**config.mk**
```make
export PLATFORM = sky130hd
export DESIGN_NAME = seg7_count_display_flat
export DESIGN_NICKNAME = d
export VERILOG_FILES = /design/src/rtl/seg7_pkg.sv /design/src/rtl/seg7_count_display_if.sv /design/src/rtl/bin2bcd_seq.sv /design/src/rtl/seg7_count_display.sv /design/src/flat_wrapper.sv
export SDC_FILE = /design/constraint.sdc
export NUM_CORES = 1
export LEC_CHECK = 0
export ABC_AREA = 1
export CAP_MARGIN = 10
export CORE_ASPECT_RATIO = 1.1
export CORE_UTILIZATION = 42
export DETAILED_ROUTE_END_ITERATION = 8
export PLACE_DENSITY_LB_ADDON = 0.25
export SYNTH_ARGS = -nofsm -noshare
export SYNTH_HDL_FRONTEND = slang
export SYNTH_SLANG_ARGS = --single-unit
```
**constraint.sdc**
```tcl
create_clock -name clk -period 2.3 [get_ports clk]
set_input_delay 0.23 -clock clk [delete_from_list [all_inputs] [get_ports clk]]
set_output_delay 0.23 -clock clk [all_outputs]
set_load 0.005 [all_outputs]
```
**src/rtl/seg7_pkg.sv**
```systemverilog
// Shared constants for the 2-digit 7-segment count display: segment patterns,
// anode codes, converter state encodings and the digit encoder.
package seg7_pkg;

  localparam logic [6:0] SEG_BLANK = 7'h7F;
  localparam logic [6:0] SEG_DASH  = 7'b0111111;

  // gfedcba, active low, indexed by digit value
  localparam logic [0:9][6:0] SEG_DIGIT = {
    7'b1000000, 7'b1111001, 7'b0100100, 7'b0110000, 7'b0011001,
    7'b0010010, 7'b0000010, 7'b1111000, 7'b0000000, 7'b0010000
  };

  localparam logic [1:0] AN_ONES = 2'b10;
  localparam logic [1:0] AN_TENS = 2'b01;
  localparam logic [1:0] AN_OFF  = 2'b11;

  localparam logic [1:0] ST_IDLE = 2'd0;
  localparam logic [1:0] ST_CONV = 2'd1;
  localparam logic [1:0] ST_DONE = 2'd2;

  // Converter result; ovf marks a captured count above 99
  typedef struct packed {
    logic       ovf;
    logic [3:0] tens;
    logic [3:0] ones;
  } bcd_t;

  // Digit codes above 9 have no glyph and show as blank
  function automatic logic [6:0] seg_enc(input logic [3:0] d);
    if (d <= 4'd9) return SEG_DIGIT[d];
    else           return SEG_BLANK;
  endfunction

endpackage

```
**src/rtl/seg7_count_display_if.sv**
```systemverilog
// Counter-side inputs and display-side outputs of the count display stage.
interface seg7_count_display_if;
  logic [6:0] count;
  logic       roll;
  logic [6:0] seg;
  logic       dp;
  logic [1:0] an;
  logic       roll_led;
  logic [3:0] bcd_tens;
  logic [3:0] bcd_ones;
  logic       bcd_valid;

  modport master (output count, roll,
                  input  seg, dp, an, roll_led, bcd_tens, bcd_ones, bcd_valid);
  modport slave  (input  count, roll,
                  output seg, dp, an, roll_led, bcd_tens, bcd_ones, bcd_valid);
endinterface

```
**src/rtl/bin2bcd_seq.sv**
```systemverilog
// Sequential binary-to-BCD converter: repeated subtraction of 10, one step per
// cycle. Results change only in DONE so the display never sees partial values.
module bin2bcd_seq
  import seg7_pkg::*;
(
  input  logic       clk,
  input  logic       rst,
  input  logic [6:0] count_i,
  output bcd_t       res_o,
  output logic       valid_o
);

  logic [1:0] state_q;
  logic [6:0] last_q;
  logic [6:0] work_q;
  logic [3:0] acc_q;
  logic       ovf_q;
  bcd_t       res_q;
  logic       valid_q;

  // Converter FSM; last_q resets to 7F so the first post-reset cycle converts
  always_ff @(posedge clk or posedge rst) begin
    if (rst) begin
      state_q <= ST_IDLE;
      last_q  <= 7'h7F;
      work_q  <= '0;
      acc_q   <= '0;
      ovf_q   <= 1'b0;
      res_q   <= '0;
      valid_q <= 1'b0;
    end else begin
      case (state_q)
        ST_IDLE: begin
          if (count_i != last_q) begin
            last_q  <= count_i;
            work_q  <= count_i;
            acc_q   <= '0;
            valid_q <= 1'b0;
            state_q <= ST_CONV;
          end
        end
        ST_CONV: begin
          // work only shrinks, so >99 can only be true on the first step
          if (work_q > 7'd99) begin
            ovf_q   <= 1'b1;
            state_q <= ST_DONE;
          end else if (work_q >= 7'd10) begin
            work_q <= work_q - 7'd10;
            acc_q  <= acc_q + 4'd1;
          end else begin
            ovf_q   <= 1'b0;
            state_q <= ST_DONE;
          end
        end
        ST_DONE: begin
          res_q.ovf  <= ovf_q;
          res_q.tens <= ovf_q ? 4'hF : acc_q;
          res_q.ones <= ovf_q ? 4'hF : work_q[3:0];
          valid_q    <= 1'b1;
          state_q    <= ST_IDLE;
        end
        default: state_q <= ST_IDLE;
      endcase
    end
  end

  assign res_o   = res_q;
  assign valid_o = valid_q;

endmodule

```
**src/rtl/seg7_count_display.sv**
```systemverilog
// Display stage for the 0-99 counter: BCD conversion, 2-digit multiplexed
// common-anode scan, and a stretched rollover LED.
module seg7_count_display
  import seg7_pkg::*;
#(
  parameter int REFRESH_DIV = 50000,
  parameter int ROLL_HOLD   = 25000000,
  parameter int BLANK_LZ    = 1
) (
  input  logic                 clk,
  input  logic                 rst,
  seg7_count_display_if.slave  bus
);

  localparam int RW = (REFRESH_DIV > 1) ? $clog2(REFRESH_DIV) : 1;
  localparam int HW = (ROLL_HOLD > 1) ? $clog2(ROLL_HOLD) : 1;
  localparam logic [RW-1:0] REF_LAST = RW'(REFRESH_DIV - 1);
  localparam logic [HW-1:0] HOLD_TOP = HW'(ROLL_HOLD - 1);

  bcd_t res;
  logic valid;

  bin2bcd_seq u_conv (
    .clk     (clk),
    .rst     (rst),
    .count_i (bus.count),
    .res_o   (res),
    .valid_o (valid)
  );

  logic [RW-1:0] ref_q;
  logic          sel_q;     // 0 = ones slot, 1 = tens slot
  logic          shown_q;   // a conversion has finished since reset
  logic          show;
  logic [6:0]    seg_q, seg_d;
  logic [1:0]    an_q, an_d;
  logic          roll_q, led_q;
  logic [HW-1:0] hold_q;

  // Converter outputs only move in DONE, so holding onto them after the first
  // valid keeps old digits on screen while a new conversion runs
  assign show = shown_q | valid;

  // Pick the glyph for the active slot
  always_comb begin
    seg_d = SEG_BLANK;
    an_d  = sel_q ? AN_TENS : AN_ONES;
    if (show) begin
      if (res.ovf)                                    seg_d = SEG_DASH;
      else if (!sel_q)                                seg_d = seg_enc(res.ones);
      else if (BLANK_LZ != 0 && res.tens == 4'd0)     seg_d = SEG_BLANK;
      else                                            seg_d = seg_enc(res.tens);
    end
  end

  // Refresh divider, slot toggle, and registered seg/an pair
  always_ff @(posedge clk or posedge rst) begin
    if (rst) begin
      ref_q   <= '0;
      sel_q   <= 1'b0;
      shown_q <= 1'b0;
      seg_q   <= SEG_BLANK;
      an_q    <= AN_OFF;
    end else begin
      if (ref_q == REF_LAST) begin
        ref_q <= '0;
        sel_q <= ~sel_q;
      end else begin
        ref_q <= ref_q + 1'b1;
      end
      shown_q <= show;
      seg_q   <= seg_d;
      an_q    <= an_d;
    end
  end

  // Rollover stretcher: each rising edge of roll (re)loads the full hold time
  always_ff @(posedge clk or posedge rst) begin
    if (rst) begin
      roll_q <= 1'b0;
      led_q  <= 1'b0;
      hold_q <= '0;
    end else begin
      roll_q <= bus.roll;
      if (bus.roll && !roll_q) begin
        hold_q <= HOLD_TOP;
        led_q  <= 1'b1;
      end else if (led_q) begin
        if (hold_q == '0) led_q  <= 1'b0;
        else              hold_q <= hold_q - 1'b1;
      end
    end
  end

  assign bus.seg       = seg_q;
  assign bus.dp        = 1'b1;
  assign bus.an        = an_q;
  assign bus.roll_led  = led_q;
  assign bus.bcd_tens  = res.tens;
  assign bus.bcd_ones  = res.ones;
  assign bus.bcd_valid = valid;

endmodule

```
**src/flat_wrapper.sv**
```systemverilog
// flat-port wrapper written by rule: the top's interface ports become plain ports
module seg7_count_display_flat import seg7_pkg::*;
#(
  parameter int REFRESH_DIV = 50000,
  parameter int ROLL_HOLD   = 25000000,
  parameter int BLANK_LZ    = 1
)
  (clk, rst, bus_count, bus_roll, bus_seg, bus_dp, bus_an, bus_roll_led, bus_bcd_tens, bus_bcd_ones, bus_bcd_valid);
  seg7_count_display_if bus_i ();
  input  logic clk;
  input  logic rst;
  input wire logic [$bits(bus_i.count)-1:0] bus_count;
  input wire logic [$bits(bus_i.roll)-1:0] bus_roll;
  output wire logic [$bits(bus_i.seg)-1:0] bus_seg;
  output wire logic [$bits(bus_i.dp)-1:0] bus_dp;
  output wire logic [$bits(bus_i.an)-1:0] bus_an;
  output wire logic [$bits(bus_i.roll_led)-1:0] bus_roll_led;
  output wire logic [$bits(bus_i.bcd_tens)-1:0] bus_bcd_tens;
  output wire logic [$bits(bus_i.bcd_ones)-1:0] bus_bcd_ones;
  output wire logic [$bits(bus_i.bcd_valid)-1:0] bus_bcd_valid;
  assign bus_i.count = bus_count;
  assign bus_i.roll = bus_roll;
  assign bus_seg = bus_i.seg;
  assign bus_dp = bus_i.dp;
  assign bus_an = bus_i.an;
  assign bus_roll_led = bus_i.roll_led;
  assign bus_bcd_tens = bus_i.bcd_tens;
  assign bus_bcd_ones = bus_i.bcd_ones;
  assign bus_bcd_valid = bus_i.bcd_valid;
  seg7_count_display #(.REFRESH_DIV(REFRESH_DIV), .ROLL_HOLD(ROLL_HOLD), .BLANK_LZ(BLANK_LZ)) u_core (.clk(clk), .rst(rst), .bus(bus_i));
endmodule
```
Yosys cells after proc, flatten, opt, wreduce, memory -nomap -nowiden
Memories as Yosys holds them, arrays and structs flattened.
Index checks and enable logic that the tools add are counted.
- register bits: 85
- memory bits (read-only): 224
- input bits: 10
- output and inout port bits: 20
- word-level logic and storage cells: 93
- memories: 2
- $add $sub $neg: 4
- magnitude comparators: 6
- eq/ne operators: 10
- mux-type cells: 36
- bitwise logic cells: 4
- reductions and logical operators: 14
- memories (memory ; depth ; bits a word ; read ports ; clocked after memory_dff ; write ports ; line ; source):
    (no name shown) ; 16 ; 7 ; 1 ; 0 ; 0 ; seg7_pkg.sv:31 ; if (d <= 4'd9) return SEG_DIGIT[d];
    (no name shown) ; 16 ; 7 ; 1 ; 0 ; 0 ; seg7_pkg.sv:31 ;
- operators with widths (kind ; number):
    $mux W7 ; 13
    $mux W25 ; 3
    $logic_not A25 Y1 ; 1
    $sub A25 B1 Y25 const B ; 1
    $mux W4 ; 5
    $add A16 B1 Y16 const B ; 1
    $eq A16 B16 Y1 const B ; 1
    $mux W16 ; 1
    $pmux W7 S2 ; 1
    $ge A5 B5 Y1 const B ; 2
    $not A4 Y5 ; 2
    $reduce_and A2 Y1 ; 5
    $le A4 B4 Y1 const B ; 2
    $mux W2 ; 4
    $ne A2 B2 Y1 const B ; 4
    $pmux W4 S2 ; 1
    $ge A7 B4 Y1 const B ; 1
    $gt A7 B7 Y1 const B ; 1
    $ne A7 B7 Y1 ; 1
    $sub A7 B4 Y7 const B ; 1
    $mux W1 ; 6
    $reduce_bool A2 Y1 ; 3
    $add A4 B1 Y4 const B ; 1
    $logic_not A4 Y1 ; 1
    other kinds (12) ; 12

Logic depth before layout (Yosys ltp)
Gate-level depths: netlist (run 1).
- depth after elaboration: 9
- gate-level depth with buffers: 13
- depth with buffers taken out: 12

By module
From an unflattened synthesis (run 1), not the netlist that was laid out.
- cell total of the unflattened synthesis: 683
- area, all modules: 5021.1 um^2
- by module, submodules not included (module ; times used ; cells an instance ; area an instance (um^2) ; seq. area each (um^2)):
    seg7_count_display ; 1 ; 476 ; 3422.0 ; 1362.6
    bin2bcd_seq ; 1 ; 207 ; 1599.0 ; 784.5

Worst setup path before layout (run 1)
OpenSTA, ideal clock, no wires.
- kind: register to register
- start point: reg u_core.hold_q[0]
- end point: reg u_core.hold_q[1]
- setup time: 0.118 ns
- data arrival time: 1.461 ns
- data required time: 2.182 ns
- slack: 0.720 ns
- cell stages (with the launch flop): 13
- buffers on the path: 1
- clock period less this slack: 1.580 ns
- path through: dfrtp_1 > inv_1 > ha_1 > inv_1 > nor2_1 > nand2_1 > nor2_2 > nand3_4 > nand2_4 > nand2_4 > buf_6 > nand2_1 > o21ai_2
- cells in the longest elaborated chain, start to end: 4
- elaborated cells on any way between the ends: 7
- those cells by class: add/sub (1); eq/ne (1); mux (3); reduce/logical (2)
- ends and longest elaborated chain (what ; line ; source):
    start, declared ; seg7_count_display.sv:38 ; logic [HW-1:0] hold_q;
    start signal, assigned ; seg7_count_display.sv:90 ; else hold_q <= hold_q - 1'b1;
    $sub A25 B1 Y25 ; seg7_count_display.sv:90 ;
    $mux W25 ; seg7_count_display.sv:89 ; if (hold_q == '0) led_q <= 1'b0;
    $mux W25 ; seg7_count_display.sv:88 ; end else if (led_q) begin
    $mux W25 ; seg7_count_display.sv:85 ; if (bus.roll && !roll_q) begin
Several ways; a longest one is shown, not always the timed one. The select of a mux whose other input is x is not followed.
A chain may end at the register's enable or synchronous reset.

Worst setup path in the final report (run 1)
- start point: reg u_core.hold_q[0]
- end point: reg u_core.hold_q[24]
Same word-level chain as after synthesis.

==> metrics, run 1 <==
result of the run=complete, no violations; Critical R2R Launch=u_core.hold_q[0]$_DFFE_PP0P_; top fanout value on the critical path=7; Finished Core Util=0.496; Crit Path Category=flop to flop; Bufs on Longest Clock Path=2; net count after synthesis=a little under 700; gate count of the mapped netlist=660; Pint=3.64 mW; detailed-placement wirelength estimate=a little under 8 mm; total placed instance area=approximately 5400 um2; Slew @ Worst Pin=roughly 500 ps; Antenna Violating Nets Remaining=0; IR drop worst, VDD=526 uV; leading cell type by number of instances after synthesis=nand2_1; sum of negative setup slack=0 ps; area inside the core boundary=11500 um2; Worst R2R Path Depth=9; switching share of total power=0.356; Place WS=between 200 and 250 ps; post-synthesis to final-layout area growth=14.3%; biggest area consumer among synthesized cells=dfrtp_1; data required time of the critical path=~2500 ps; global-route wire length before repair=roughly 18 mm; top cells by area, synth=dfrtp_1, nand2_1, dfstp_2; reg2reg end=u_core.hold_q[24]$_DFFE_PP0P_; antenna violations before repair=0; area share of the leading cell type in the synthesized netlist=0.347; final cell area excluding filler cells=5690 um2; data arrival time of the worst path=between 2000 and 2500 ps; CTS-repair resized insts=0; worst setup margin=298 ps; buffers inserted during post-CTS setup optimization=0; area of the die=approximately 12000 um2; reg-to-reg setup timing slack=slightly below 300 ps; Avg Vias per Cell=around 5; distinct cell type count of the synthesized netlist=39; number of remaining DRC errors=0; TritonCTS buffer count=9; ratio of cells with drive above 1 in the final layout=0.0854; CP Launch Type=flop; min-delay worst type=input port to async pin; clock power share=0.277; post-DR wirelength/cell=12.4 um; max-slew headroom at the worst pin=0.665; DR iter-0 viols=around 230; maximum number of pins on one net before global-route repair=86; reported max-cap violation count=0; Psw=2.01 mW; PwrDens=993 nW/um2; site row count=41; Ant. Diodes=0; ys flop type=dfrtp_1; Clock H-tree levels=3; unrepaired setup endpoints after global routing=no; Crit. End Element=flop; CTS sink cnt=85; non-filler instance count after layout=approximately 840; hold_buf cts=0; Placed Instances=just over 800; total chip power=between 5 and 6 mW; Final setup violation count=0; Total Routing Usage GR=0.184; Pre-Repair DR Iteration Count=5; total congestion overflow=0; gpl congestion=just under 0.9; post-route worst hold slack=roughly 370 ps; post-synthesis average cell area=~7.5 um2; final net count=~710; clock tree from TritonCTS=yes; Port Buffers=28; worst clock skew=between 7 and 8 ps; commonest cells in the netlist=nand2_1, nor2_1, inv_1, nand3_1, dfrtp_1; Synth Register Bits=85; part of the Yosys area used for sequential elements=0.431; clock network latency to the later pin of the worst-skew pair=~340 ps; die extent in y=roughly 120 um; die width=106 um; ratio of final minimum period to clock period=0.871; Cell Area, Synth=about 5000 um2; starting density of the core=0.433; routed via count=approximately 4300; Async S/R FF share, synth=1.00; top-level port count=30; fmax=about 500 MHz; number of global-route vias before repair=between 3000 and 4000; Fin. Hold Viols=0; Combinational Power Share=0.334; leak pwr=2.85 nW; total wirelength of the detailed-routed design=approximately 10 mm; number of enable flip-flop cells after synthesis=0; Ys Warns=0; minimum clock period=around 2000 ps; Reg clk slew, reported paths=70 ps; CTS root buffer=clkbuf_16; part of the power in registers=0.388; pins over their slew limit=0
## power groups by stage
stage / Combinational (mW) / Clock, mW / Sequential [mW]
after floorplan: 1.38 / 0 / 2.14
after global placement: 1.84 / 0 / 2.21
after detailed placement: 1.90 / 0 / 2.22
after CTS: 1.91 / 1.60 / 2.20
after global routing: 2.17 / 1.67 / 2.25
final: 1.89 / 1.57 / 2.20
## kinds of logic after synthesis
family	after synthesis	synth area share
xor+xnor	19	0.0334
simple gates	377	0.328
flops	85	0.431
compound gates	62	0.0791
other cells	1	0.000753
buf+inv	100	0.0877
fa+ha+maj	16	0.0402
## flip-flops by register name, indices dropped and copies added (netlist names), 2 cells and up
| name | flops |
|---|---|
| u_core.u_conv.res_o | 9 |
| u_core.u_conv.last_q | 7 |
| u_core.bus.seg | 7 |
| u_core.bus.an | 2 |
| u_core.hold_q | 25 |
| u_core.u_conv.state_q | 2 |
| u_core.u_conv.work_q | 7 |
| u_core.u_conv.acc_q | 4 |
| u_core.ref_q | 16 |
## worst max path at each step
stage | from | to | slack (ps) | depth (start not counted)
after floorplan | u_core.hold_q[0]$_DFFE_PP0P_ | u_core.hold_q[1]$_DFFE_PP0P_ | 720 | 12
after global placement | u_core.hold_q[0]$_DFFE_PP0P_ | u_core.hold_q[20]$_DFFE_PP0P_ | 340 | 12
after detailed placement | bus_count[4] | u_core.u_conv.work_q[5]$_DFFE_PP0P_ | 230 | 9
after CTS | u_core.hold_q[0]$_DFFE_PP0P_ | u_core.hold_q[10]$_DFFE_PP0P_ | 300 | 12
after global routing | u_core.hold_q[0]$_DFFE_PP0P_ | u_core.hold_q[10]$_DFFE_PP0P_ | 130 | 12
final | u_core.hold_q[0]$_DFFE_PP0P_ | u_core.hold_q[24]$_DFFE_PP0P_ | 300 | 9
## layer usage
layer | global-route usage | share of wire
met3 | 0.0257 | 0.032
met2 | 0.313 | 0.48
met5 | 0 | 0
met1 | 0.233 | 0.47
met4 | 0.0833 | 0.022
## area by class of cell
type	instances	area (um2)
multi-input combinational	475	2400
inverter	82	313
clock inverter	5	86.3
tap	150	188
clock buffer	11	233
sequential	85	2150
fill	1117	5800
timing repair buffer	33	330
## critical path, stage by stage (launching register included)
cell     delay [ps]
dfrtp_1         390
inv_1           170
ha_1            330
nand2_1         150
nor2_1          360
inv_1            80
nor2_1          170
nand3_1         100
nand2_1          70
nand3_1          60
## layout by cell type (no fill, tap or decap), drive strengths merged, types with 5 or more instances in the layout
cell type      Yosys  layout
nand2            184     184
nor2              85      85
inv               79      79
nand3             71      71
dfrtp             69      69
o21ai             34      34
clkdlybuf4s50      0      28
nand4             22      22
ha                16      16
dfstp             16      16
xor2              12      12
a21oi             11      11
clkbuf             3      11
nor3               7       7
xnor2              7       7
a22oi              5       5
buf               15       5
clkinv             3       5
Note: power is estimated with default switching activity, not from simulation.
==> run 2, diff against run 1 <==
--- a/config.mk
+++ b/config.mk
@@ -6,7 +6,7 @@
 export NUM_CORES = 1
 export LEC_CHECK = 0
 export ABC_AREA = 1
-export CAP_MARGIN = 10
+export CAP_MARGIN = 0
 export CORE_ASPECT_RATIO = 1.1
 export CORE_UTILIZATION = 42
 export DETAILED_ROUTE_END_ITERATION = 8
@@ -14,3 +14,4 @@
 export SYNTH_ARGS = -nofsm -noshare
 export SYNTH_HDL_FRONTEND = slang
 export SYNTH_SLANG_ARGS = --single-unit
+export TNS_END_PERCENT = 1
==> results of run 2 <==
No change in the layout: final DEF, timing and power equal those of run 1.
